===== src/rtl/switch_debounce.sv =====
// ---------------------------------------------------------------------------
// switch_debounce
//
// Conditions raw slide-switch / push-button levels before they reach the
// combinational gate stage. Each channel is handled on its own:
//   1. a SYNC_STAGES-deep flop chain brings the asynchronous pin level into
//      the clk domain;
//   2. a stable-period filter only accepts a new level after the
//      synchronized input has disagreed with the current clean level for
//      DEBOUNCE_CYCLES consecutive clock edges;
//   3. optional registered one-cycle rise/fall strobes follow sw_clean.
// sw_clean[0] drives gate input a, sw_clean[1] drives gate input b.
//
// Configuration macro: SWITCH_DEBOUNCE_EDGE_EN
//   defined   -> rise_pulse / fall_pulse strobes are generated
//   undefined -> no pulse logic is built, both pulse ports are tied to 0
//   sw_clean behaves identically in both builds.
//
// Ports
//   clk         in   1      system clock, rising edge
//   rst         in   1      asynchronous, active-high reset
//   sw_in       in   WIDTH  raw switch levels, asynchronous to clk
//   sw_clean    out  WIDTH  debounced, synchronized levels (registered)
//   rise_pulse  out  WIDTH  1-cycle strobe on sw_clean 0->1 (registered)
//   fall_pulse  out  WIDTH  1-cycle strobe on sw_clean 1->0 (registered)
// ---------------------------------------------------------------------------
module switch_debounce #(
  parameter int WIDTH           = 2,
  parameter int SYNC_STAGES     = 2,
  parameter int DEBOUNCE_CYCLES = 1000000,
  parameter int CNT_W           = 20
) (
  input  logic             clk,
  input  logic             rst,
  input  logic [WIDTH-1:0] sw_in,
  output logic [WIDTH-1:0] sw_clean,
  output logic [WIDTH-1:0] rise_pulse,
  output logic [WIDTH-1:0] fall_pulse
);

  // Terminal count: the level is accepted on the edge where the counter
  // would otherwise step past this value.
  localparam logic [CNT_W-1:0] CNT_MAX = CNT_W'(DEBOUNCE_CYCLES - 1);

  // Per-channel next-state of the clean level, shared with the pulse logic
  // so the strobes line up with the edge on which sw_clean changes.
  logic [WIDTH-1:0] cleanD;
  logic [WIDTH-1:0] cleanQ;

  genvar gi;
  generate
    for (gi = 0; gi < WIDTH; gi++) begin : gChan

      logic [SYNC_STAGES-1:0] syncQ;
      logic                   syncS;
      logic [CNT_W-1:0]       cntQ;
      logic [CNT_W-1:0]       cntD;

      // Synchronizer chain: bit 0 samples the pin, the top bit is the
      // value the filter is allowed to look at.
      always_ff @(posedge clk or posedge rst) begin
        if (rst) begin
          syncQ <= '0;
        end else begin
          syncQ <= {syncQ[SYNC_STAGES-2:0], sw_in[gi]};
        end
      end

      assign syncS = syncQ[SYNC_STAGES-1];

      // Filter: any agreement clears the count (no partial credit across
      // bounces); a full run of disagreement commits the sampled level.
      // The >= guard keeps the counter from ever wrapping.
      always_comb begin
        cntD       = cntQ;
        cleanD[gi] = cleanQ[gi];
        if (syncS == cleanQ[gi]) begin
          cntD = '0;
        end else if (cntQ >= CNT_MAX) begin
          cleanD[gi] = syncS;
          cntD       = '0;
        end else begin
          cntD = cntQ + CNT_W'(1);
        end
      end

      always_ff @(posedge clk or posedge rst) begin
        if (rst) begin
          cntQ       <= '0;
          cleanQ[gi] <= 1'b0;
        end else begin
          cntQ       <= cntD;
          cleanQ[gi] <= cleanD[gi];
        end
      end

    end
  endgenerate

  assign sw_clean = cleanQ;

`ifdef SWITCH_DEBOUNCE_EDGE_EN
  logic [WIDTH-1:0] riseQ;
  logic [WIDTH-1:0] fallQ;
  logic [WIDTH-1:0] riseD;
  logic [WIDTH-1:0] fallD;

  // Strobes are decoded from the pending clean-level change so they are
  // registered on the same edge as sw_clean and drop on the next edge,
  // since the filter cannot commit twice in a row.
  always_comb begin
    riseD = cleanD & ~cleanQ;
    fallD = ~cleanD & cleanQ;
  end

  always_ff @(posedge clk or posedge rst) begin
    if (rst) begin
      riseQ <= '0;
      fallQ <= '0;
    end else begin
      riseQ <= riseD;
      fallQ <= fallD;
    end
  end

  assign rise_pulse = riseQ;
  assign fall_pulse = fallQ;
`else
  assign rise_pulse = '0;
  assign fall_pulse = '0;
`endif

endmodule

===== config.mk =====
export PLATFORM = sky130hd
export DESIGN_NAME = switch_debounce
export DESIGN_NICKNAME = d
export VERILOG_FILES = /design/src/rtl/switch_debounce.sv
export SDC_FILE = /design/constraint.sdc
export NUM_CORES = 1
export LEC_CHECK = 0
export ABC_AREA = 0
export CORE_ASPECT_RATIO = 1.25
export CORE_UTILIZATION = 25
export DETAILED_ROUTE_END_ITERATION = 7
export GPL_ROUTABILITY_DRIVEN = 0
export GPL_TIMING_DRIVEN = 1
export SLEW_MARGIN = 15
export SYNTH_ARGS = -nofsm -noshare
export SYNTH_HDL_FRONTEND = slang
export SYNTH_SLANG_ARGS = --single-unit

===== constraint.sdc =====
create_clock -name clk -period 2.95 [get_ports clk]
set_clock_uncertainty 0.2 [all_clocks]
set_input_delay 0.59 -clock clk [delete_from_list [all_inputs] [get_ports clk]]
set_output_delay 0.59 -clock clk [all_outputs]
set_load 0.01 [all_outputs]

==> implementation parameters <==
Parameter                              Value

Route
  Antenna Violating Nets Remaining ... 0
  Total routed wirelength ... 4430 um
  Via count of the routed design ... 1,760
  Vias per cell ... 4.74
  Number of iterations in the first detailed-routing pass ... 4
  Routed WL per cell ... 11.9 um
  Final routed DRC violation total ... 0
  DRC violation total after the first TritonRoute iteration ... 71

Global route
  Wire length of the first global-routing pass ... 7800 um
  Global-route usage over all layers ... 9.90%
  Residual overflow from global routing ... 0
  Number of global-route vias before repair ... 1,677
  Largest net degree at the start of global routing ... 38
  Number of antenna violations at the first check in global routing ... 0

Worst setup path
  Startpoint Class ... flip-flop
  Arrival time of data at the critical path endpoint ... 2210 ps
  Required time at the worst-slack endpoint ... 2960 ps
  Worst-case register-to-register setup slack ... 740 ps
  CP Cell Sequence ... ha_1 -> nand3_1 -> or3_4 -> or4_1 -> a21oi_1
  Worst Path Max Fanout ... 5
  Kind of cell adding the most delay to the critical path ... simple AND/OR/NAND/NOR gates
  Worst setup path category ... flip-flop to flip-flop
  Slowest cell on the critical path ... or4_1
  Setup crit end kind ... flip-flop
  Buffers & Inverters on Critical Path ... 0
  Biggest cell delay along the critical path ... 470 ps

Finish
  Share of layout cells above drive strength 1 ... 10.1%
  Area growth syn-to-layout ... 14.8%
  Ant. Diodes ... 0
  Post-layout net count ... 253
  Fillers ... 1,002
  Fraction of the core area covered by cells at the end of the flow ... 29.8%
  Final instance area ... 2730 um2
  Combined flip-flop and latch cell area ... 1150 um2
  Total area of multi-input combinational cells ... 1110 um2

Clocking
  Max Buffers Root-to-Sink ... 2
  Number of sinks on the clock net ... 46
  CTS Hold Bufs ... 0
  # H-tree levels ... 2
  Number of gates given a new drive strength after cts ... 0
  Total CTS buffers ... 5
  Post-CTS clock slew at the launch and capture registers of the worst setup and hold paths ... 60 ps
  Cell chosen for the clock root ... clkbuf_16
  Source-to-sink clock delay at the later pin of the worst-skew pair ... 280 ps
  TritonCTS clock tree ... done
  Post-CTS Setup Inserts ... 0

Placed design
  Area after detailed placement ... 2560 um2
  Number of buffers added on ports ... 5
  HPWL after detailed placement ... 3130 um

Timing
  Max Transition Viols Final ... 0
  Post-route clock period utilization ... 74.9%
  Setup_tns ... 0 ps
  Headroom to the max-slew limit ... 49.7%
  Number of hold violations in the final report ... 0
  Endpoints failing setup ... 0
  Shortest period the worst path allows ... 2210 ps
  Final Hold Slack ... 150 ps
  Measured slew at the worst slew-check pin ... 753 ps
  Unrepaired setup endpoints after global routing ... false
  Fmax ... 453 MHz

Yosys
  Commonest register cell after synthesis ... dfrtp_1
  Synthesized netlist cell count ... 241
  Per-instance average area after synthesis ... 9.86 um2
  Syn Std Cell Area ... 2380 um2
  Number of enable flip-flop cells after synthesis ... 0
  Top post-synthesis cells by area ... dfrtp_1, xnor2_1, a211oi_1, nor2_1, nand3_1
  Part of the Yosys area used for sequential elements ... 48.4%
  Top-area cell type share of the netlist area ... 48.4%
  Yosys warnings ... 0
  FF+latch count, synth ... 46
  Yosys cell types ... 38
  Fraction of registers with async set or reset after synthesis ... 100%
  Post-synthesis cell type with the largest combined area ... dfrtp_1

Floorplanning
  Initial Util ... 25.9%
  Area of the placeable core ... 9170 um2
  Area of the die ... 9910 um2
  Die outline height ... 111 um
  Num rows ... 39
  Horizontal die dimension ... 89.2 um
  Boundary pin count ... 10

Run
  Max-capacitance violation count ... 0

Power and ir drop
  Power spent charging and discharging nets ... 0.274 mW
  Switching power share of the total ... 20.6%
  Pwr dens ... 487 nW/um2
  Clock Power Share ... 47.8%
  Static leakage ... 1.01 nW
  Combinational share of power ... 3.4%
  Internal cell power ... 1.05 mW
  Sequential Power Share ... 48.8%
  Peak VDD IR ... 0.225 mV

Worst hold path
  Hold Crit Class ... flip-flop to flip-flop

Run status
  Run status ... complete, no violations
cells by family (layout without fill, tap and decap cells):
kind of cell / count (synthesis) / in the layout / synth area share (%)
AND/OR/NAND/NOR: 87 / 87 / 19.5
AO/OA/AOI/OAI: 46 / 46 / 14.1
flip-flops: 46 / 46 / 48.4
XOR/XNOR: 30 / 30 / 11.1
buffers and inverters: 28 / 32 / 5.32
adder cells (fa/ha/maj): 2 / 2 / 1.05
other: 1 / 4 / 0.158
multiplexers: 1 / 1 / 0.474
cell usage in the layout (no fill, tap or decap), types with 5 or more instances in the layout:
cell type         n
a211oi_1         17
buf_4             6
clkbuf_16         5
clkdlybuf4s50_1   5
dfrtp_1          46
inv_1            12
nand2_1           8
nand3_1          15
nand4_1           8
nor2_1           29
nor4_1           11
xnor2_1          25
xor2_1            5
per-stage QoR:
stage                     power [mW]  std cells  worst slack (ps)
after floorplan                0.694        244               922
after global placement         0.706        363               824
after detailed placement       0.708        363               739
after CTS                       1.36        371               713
after global routing            1.39        371               619
final                           1.33        371               742
per-layer routing:
| layer | GRT usage, % | up-vias | wire length, um |
|---|---|---|---|
| met4 | 2.54 | 0 | 25 |
| met1 | 13.0 | 865 | 2030 |
| li1 | - | 875 | - |
| met2 | 16.2 | 16 | 2270 |
| met5 | 0 | - | 0 |
| met3 | 2.23 | 4 | 103 |
sequential cells by signal, indices dropped and copies added (netlist names):
| name | flops |
|---|---|
| gChan.cntQ | 40 |
| gChan.syncQ | 4 |
| sw_clean | 2 |
cells in the mapped netlist (2+ instances only):
master,number
nor4_1,11
inv_1,13
o21ai_0,5
dfrtp_1,46
xor2_1,5
clkbuf_1,6
a31o_2,4
buf_4,4
o21a_1,2
buf_2,5
ha_1,2
o31ai_1,2
a21oi_1,4
xnor2_1,25
nor3_1,4
nand2_1,8
nand4_1,8
or4_1,2
a221oi_1,2
a211oi_1,17
o211ai_1,3
nor2_1,29
nand3_1,15
a31oi_1,3
and3_1,3
power groups by stage:
stage | Sequential, mW | Combinational (mW) | Clock (mW)
after CTS | 0.648 | 0.0479 | 0.664
after floorplan | 0.657 | 0.0369 | 0
final | 0.648 | 0.0452 | 0.635
after global routing | 0.650 | 0.0537 | 0.683
after global placement | 0.660 | 0.0460 | 0
after detailed placement | 0.660 | 0.0476 | 0
worst paths after layout:
| check | cells after the start | startpoint | end |
|---|---|---|---|
| max | 5 | gChan[0].cntQ[0]$_DFF_PP0_ | gChan[0].cntQ[18]$_DFF_PP0_ |
| min reg2reg | 0 | gChan[1].syncQ[0]$_DFF_PP0_ | gChan[1].syncQ[1]$_DFF_PP0_ |
| min | 0 | gChan[1].syncQ[0]$_DFF_PP0_ | gChan[1].syncQ[1]$_DFF_PP0_ |
| max reg2reg | 5 | gChan[0].cntQ[0]$_DFF_PP0_ | gChan[0].cntQ[18]$_DFF_PP0_ |
| min in group asynchronous | 2 | rst | gChan[0].cntQ[11]$_DFF_PP0_ |
| max in group asynchronous | 3 | rst | gChan[1].cntQ[4]$_DFF_PP0_ |
area by class of cell:
| class | instances | share of cell area, % |
|---|---|---|
| Clock inverter | 3 | 1.65 |
| Timing Repair Buffer | 11 | 3.48 |
| Multi-Input combinational cell | 170 | 40.7 |
| Inverter | 13 | 1.79 |
| Sequential cell | 46 | 42.2 |
| Tap cell | 123 | 5.64 |
| Clock buffer | 5 | 4.58 |
No activity file was read; power rests on OpenSTA's default activity.
